===== src/rtl/prog_loader.sv =====
// prog_loader: boot-time loader for framed instruction words.
// Holds the core in reset until a frame with a good checksum is written.
module prog_loader #(
  parameter int ADDR_W = 8,
  parameter int DATA_W = 16
) (
  input  logic              clk,
  input  logic              reset,
  input  logic              in_valid,
  input  logic [7:0]        in_data,
  output logic              in_ready,
  output logic              imem_we,
  output logic [ADDR_W-1:0] imem_addr,
  output logic [DATA_W-1:0] imem_wdata,
  output logic              cpu_reset_n,
  output logic              done,
  output logic              err
);

  localparam int MAX_N = (ADDR_W >= 8) ? 255 : (1 << ADDR_W);
  localparam logic [7:0] HDR = 8'hA5;

  typedef enum logic [2:0] {
    IDLE, LEN, HI, LO, WR, CHK, RUN
  } state_t;

  state_t              state_q, state_d;
  logic                rdy_q, rdy_d;
  logic [ADDR_W-1:0]   addr_q, addr_d;
  logic [DATA_W-1:0]   wdata_q, wdata_d;
  logic [7:0]          n_q, n_d;
  logic [7:0]          cnt_q, cnt_d;
  logic [7:0]          xor_q, xor_d;
  logic                rstn_q, rstn_d;
  logic                done_q, done_d;
  logic                err_q, err_d;
  logic                acc;

  assign acc         = in_valid && rdy_q;
  assign in_ready    = rdy_q;
  assign imem_we     = (state_q == WR);
  assign imem_addr   = addr_q;
  assign imem_wdata  = wdata_q;
  assign cpu_reset_n = rstn_q;
  assign done        = done_q;
  assign err         = err_q;

  // frame parser: next state, datapath and status updates
  always_comb begin
    state_d = state_q;
    addr_d  = addr_q;
    wdata_d = wdata_q;
    n_d     = n_q;
    cnt_d   = cnt_q;
    xor_d   = xor_q;
    rstn_d  = rstn_q;
    done_d  = done_q;
    err_d   = err_q;
    unique case (state_q)
      IDLE: begin
        if (acc && in_data == HDR) state_d = LEN;
      end
      LEN: begin
        if (acc) begin
          n_d    = in_data;
          cnt_d  = '0;
          addr_d = '0;
          xor_d  = '0;
          if (in_data != 8'd0 && int'(in_data) <= MAX_N) begin
            state_d = HI;
            done_d  = 1'b0;
            err_d   = 1'b0;
            rstn_d  = 1'b0;
          end else begin
            state_d = IDLE;
            err_d   = 1'b1;
          end
        end
      end
      HI: begin
        if (acc) begin
          wdata_d[15:8] = in_data;
          xor_d         = xor_q ^ in_data;
          state_d       = LO;
        end
      end
      LO: begin
        if (acc) begin
          wdata_d[7:0] = in_data;
          xor_d        = xor_q ^ in_data;
          state_d      = WR;
        end
      end
      WR: begin
        addr_d  = addr_q + 1'b1;
        cnt_d   = cnt_q + 8'd1;
        state_d = (cnt_d == n_q) ? CHK : HI;
      end
      CHK: begin
        if (acc) begin
          if (in_data == xor_q) begin
            done_d  = 1'b1;
            rstn_d  = 1'b1;
            state_d = RUN;
          end else begin
            err_d   = 1'b1;
            rstn_d  = 1'b0;
            state_d = IDLE;
          end
        end
      end
      RUN: begin
        if (acc && in_data == HDR) begin
          state_d = LEN;
          rstn_d  = 1'b0;
          done_d  = 1'b0;
        end
      end
      default: state_d = IDLE;
    endcase
    rdy_d = (state_d != WR);
  end

  // state and datapath registers with synchronous reset
  always_ff @(posedge clk) begin
    if (reset) begin
      state_q <= IDLE;
      rdy_q   <= 1'b0;
      addr_q  <= '0;
      wdata_q <= '0;
      n_q     <= '0;
      cnt_q   <= '0;
      xor_q   <= '0;
      rstn_q  <= 1'b0;
      done_q  <= 1'b0;
      err_q   <= 1'b0;
    end else begin
      state_q <= state_d;
      rdy_q   <= rdy_d;
      addr_q  <= addr_d;
      wdata_q <= wdata_d;
      n_q     <= n_d;
      cnt_q   <= cnt_d;
      xor_q   <= xor_d;
      rstn_q  <= rstn_d;
      done_q  <= done_d;
      err_q   <= err_d;
    end
  end

endmodule


===== config.mk =====
export PLATFORM = sky130hd
export DESIGN_NAME = prog_loader
export DESIGN_NICKNAME = d
export VERILOG_FILES = /design/src/rtl/prog_loader.sv
export SDC_FILE = /design/constraint.sdc
export NUM_CORES = 1
export LEC_CHECK = 0
export ABC_AREA = 0
export BUFFER_PORTS_ARGS = -buffer_cell sky130_fd_sc_hd__buf_2
export CAP_MARGIN = 20
export CORE_UTILIZATION = 45
export CTS_BUF_LIST = sky130_fd_sc_hd__clkbuf_16
export DETAILED_ROUTE_END_ITERATION = 6
export PLACE_DENSITY = 0.68
export SKIP_LAST_GASP = 1
export SLEW_MARGIN = 25
export SYNTH_ARGS = -nofsm -noshare
export SYNTH_HDL_FRONTEND = slang
export SYNTH_SLANG_ARGS = --single-unit

===== constraint.sdc =====
create_clock -name clk -period 4.8 [get_ports clk]
set_clock_uncertainty 0.1 [all_clocks]
set_input_delay 0.72 -clock clk [delete_from_list [all_inputs] [get_ports clk]]
set_output_delay 0.72 -clock clk [all_outputs]
set_load 0.02 [all_outputs]

; ---- Yosys cells after proc, flatten, opt, wreduce, memory -nomap -nowiden
; Index checks and enable logic that the tools add are counted.
; Widths: inputs -> output; s select.
[totals]
register_bits = 55
inputBits = 11
out_inout_bits = 29
[classes]
addsub = 2
n_eq_ne = 17
mux = 28
bitwise = 1
n_reduce_logical = 18
[ops]
columns = cell, n
row1 = $pmux 8 s2, 3
row2 = $mux 3, 7
row3 = $pmux 3 s6, 1
row4 = $add 8x1->8 const B, 2
row5 = $eq 8x8->1, 2
row6 = $mux 8, 2
row7 = $ne 2x2->1 const B, 6
row8 = $mux 1, 11
row9 = $eq 3x3->1 const B, 3
row10 = $eq 8x8->1 const B, 1
row11 = $reduce_and 2->1, 4
row12 = $reduce_bool 8->1, 1
row13 = $xor 8x8->8, 1
row14 = $eq 3x2->1 const B, 2
row15 = $pmux 1 s3, 2
row16 = $reduce_and 6->1, 1
row17 = $reduce_bool 2->1, 3
row18 = $reduce_and 5->1, 1
row19 = $reduce_and 4->1, 1
row20 = $reduce_or 2->1, 2
row21 = $eq 3x1->1 const B, 1
row22 = $logic_not 3->1, 1
row23 = $ne 3x3->1 const B, 1
row24 = $reduce_and 3->1, 1
row25 = other kinds (5), 6

; ---- Depth between registers and ports, before layout
[logic_depth]
word_depth = 5
mapped_depth = 8

; ---- Worst setup path after synthesis
; No wires, ideal clock.
[synth_path]
path_kind = input -> register
startpoint = input port in_data[4]
endpoint = register done_q (netlist: done)
setup_time_ns = 0.132
t_arrival_ns = 1.789
slack_ns = 2.779
path_stages = 7
cell_sequence = clkbuf_1 nor4_1 a31oi_1 a21oi_1 o21ai_0 nand2_1 a21oi_1
[synth_via]
elab_chain_len = 4
[synth_rtl]
columns = element, line
row1 = from (decl), 10  ; input logic [7:0] in_data,
row2 = $eq 8x8->1, 113  ; if (acc && in_data == HDR) begin
row3 = $logic_and 1x1->1, 113
row4 = $ne 2x2->1 (no source line), --
row5 = $reduce_and 6->1 (no source line) *, --
row6 = to (signal assigned), 146  ; done_q <= done_d;
row7 = to (decl), 35  ; logic done_q, done_d;
; Mark *: on every way between the ends. The rest lies on a longest branch, timed or not.
; A chain may end at the register's enable or synchronous reset.

; ---- Worst setup path after layout
[layout_path]
startpoint = register state_q[1]
endpoint = output port imem_we
[layout_via]
elab_chain_len = 1
[layout_rtl]
columns = element, line
row1 = from (decl), 27  ; state_t state_q, state_d;
row2 = from (signal assigned), 138  ; state_q <= state_d;
row3 = $eq 3x3->1, 41  ; assign imem_we = (state_q == WR);
row4 = to (decl), 12  ; output logic imem_we,
; No other way between the ends.

==> results.sh <==
export IMPL_drive_above_1_share_pct=13.8
export IMPL_drtIter0Drc=192
export IMPL_num_fill_cells=560
export IMPL_dpl_hpwl_um=4110
export IMPL_synth_edf_count=0
export IMPL_die_area_um2=6360
export IMPL_timing_final_crit_share_pct=61.4
export IMPL_initial_core_util_pct=47.9
export IMPL_syn_inst=345
export IMPL_cts_setup_buffers=0
export IMPL_gp_congestion=0.833
export IMPL_grt_overflow=0
export IMPL_synth_cell_types=45
export IMPL_powerDensity_nw_per_um2=281
export IMPL_end_kind="output pin"
export IMPL_yosys_area_top_type="dfxtp_1"
export IMPL_placed_cells=433
export IMPL_clk_pin_slew_ns=0.07
export IMPL_worst_pin_slew_ns=0.996
export IMPL_io_buffer_count=39
export IMPL_worstHoldPathType="reg -> reg"
export IMPL_timing_final_hold_violations=0
export IMPL_fin_tns_setup_ns=0
export IMPL_critical_path_class="reg -> out"
export IMPL_cts_buffer_depth=2
export IMPL_insertion_delay_ns=0.29
export IMPL_synth_top_family_by_area="simple AND/OR/NAND/NOR gates"
export IMPL_antenna_left=0
export IMPL_final_nets=381
export IMPL_die_w_um=79.7
export IMPL_routed_wl_um=6130
export IMPL_final_util_pct=54.0
export IMPL_synthMuxAreaShare_pct=6.30
export IMPL_mostFrequentLayoutCell="dfxtp_1"
export IMPL_clkSinkCount=55
export IMPL_finalNonFillerCells=441
export IMPL_grt_max_degree=54
export IMPL_crit_fanout=21
export IMPL_vdd_ir_drop_max_v=0.000192
export IMPL_cts_root_buf="clkbuf_16"
export IMPL_area_growth_pct=12.7
export IMPL_crit_path_start_kind="flop"
export IMPL_synth_flop_cell="dfxtp_1"
export IMPL_cp_data_required_time_ns=3.98
export IMPL_relSlewSlack_pct=33.6
export IMPL_via_per_inst=5.56
export IMPL_grt_pass1_wl_um=10400
export IMPL_synth_area_top_cells="dfxtp_1 40%, nor2_1 7.0%, mux2i_1 5.9%, nand2_1 5.2%, a21oi_1 4.8%"
export IMPL_cts_hold_buf=0
export IMPL_synth_xor_area_share_pct=6.12
export IMPL_ys_ff_latch=55
export IMPL_htree_levels=2
export IMPL_first_pass_iters=4
export IMPL_power_leakage_nw=1.20
export IMPL_cp_data_arrival_time_ns=2.13
export IMPL_syn_num_nets=358
export IMPL_max_freq_ghz=0.340
export IMPL_cts_tree="done"
export IMPL_synth_compound_area_share_pct=15.9
export IMPL_final_cell_mix="55 x dfxtp_1, 51 x nor2_1, 39 x buf_2, 38 x nand2_1, 26 x a21oi_1"
export IMPL_synth_top_area_share_pct=40.5
export IMPL_cts_repair_resized=0
export IMPL_numCtsBuffers=5
export IMPL_synth_area_um2=2720
export IMPL_rows=27
export IMPL_vias=2451
export IMPL_status="complete, no violations"
export IMPL_setup_viol=0
export IMPL_grt_use_total_pct=20.8
export IMPL_ys_seq_area_share_pct=40.5
export IMPL_synthSimpleGateAreaFrac_pct=25.4
export IMPL_die_h_um=79.7
export IMPL_cap_violations=0
export IMPL_rsz0062_at_grt="no"
export IMPL_grt_pass1_vias=2194
export IMPL_antenna_found_initial=0
export IMPL_wl_per_cell_um=13.9
export IMPL_synthAdderAreaFrac_pct=0.920
export IMPL_synthArstFlopShare_pct=0
export IMPL_pin_count=40
export IMPL_yosysWarnings=0
export IMPL_maxSlewViolCount=0
export IMPL_drc=0
export IMPL_core_um2=5680
export IMPL_antenna_cells=0
export IMPL_finalCriticalPeriod_ns=2.95
export IMPL_synth_area_per_cell_um2=7.88
## cell type report
cell class / instances / area (um^2) / area share, %
tap: 72 / 90.1 / 2.94
sequential: 55 / 1100 / 35.9
timing repair buffer: 39 / 195 / 6.37
multi-input combinational: 257 / 1490 / 48.5
clock buffer: 5 / 125 / 4.08
clock inverter: 3 / 28.8 / 0.939
inverter: 10 / 37.5 / 1.22
## stage by stage
stage	worst slack [ns]	cell area [um^2]	power (mW)	hold WS [ns]
global placement	2.10	2910	0.499	0.342
CTS	1.82	3060	0.873	0.362
floorplan	2.78	2720	0.488	0.348
finish	1.85	3060	0.862	0.354
global route	1.68	3060	0.894	0.379
detailed placement	2.04	2910	0.499	0.352
## cells by family after synthesis
family                     after synthesis
adders and majority gates                2
AOI/OAI and AO/OA                       74
buffers and inverters                   33
and+or+nand+nor                        145
DFF                                     55
xor gates and xnor gates                19
muxes                                   17
## cell usage after synthesis (all sizes together) (3+ instances only)
library cell and number:
nor2 52, a22oi 8, nand2 38, a21oi 26
o21ai 22, a311oi 3, xor2 11, buf 6
nor3 5, inv 10, dfxtp 55, a31oi 7
mux2i 16, nand3 22, xnor2 8, nand4 5
nand3b 4, clkbuf 17, nor4 3
## critical path, cell delays in order (launching register included)
cell and delay, ns:
dfxtp_1 0.76, nor2_1 0.11, nand2_1 0.48, inv_2 0.26
buf_2 0.23
## power by group
part / switching [mW] / internal, mW / leakage [nW]
clock network: 0.175 / 0.199 / 0.0759
registers: 0.000324 / 0.456 / 0.443
logic: 0.0231 / 0.00849 / 0.684
## path summary, 6_finish.rpt
path | start | to | slack (ns) | cells after the start
worst min register to register | cpu_reset_n | cpu_reset_n | 0.35 | 2
worst max register to register | state_q[1] | cnt_q[5] | 2.14 | 6
worst max-delay path | state_q[1] | imem_we | 1.85 | 4
worst min-delay path | cpu_reset_n | cpu_reset_n | 0.35 | 2
## metal layers
metal | track usage (%) | share of wire (%) | vias to the layer above
met1 | 27.3 | 47 | 1128
met2 | 34.1 | 47 | 71
met4 | 5.71 | 0.67 | 0
li1 | - | - | 1248
met5 | 0 | 0 | -
met3 | 4.57 | 5.1 | 4
## registers in the layout (all words and copies together), names as in the netlist
register,count
err,1
imem_addr,8
cpu_reset_n,1
xor_q,8
in_ready,1
cnt_q,8
imem_wdata,16
done,1
n_q,8
state_q,3
Note: power is estimated with default switching activity, not from simulation.
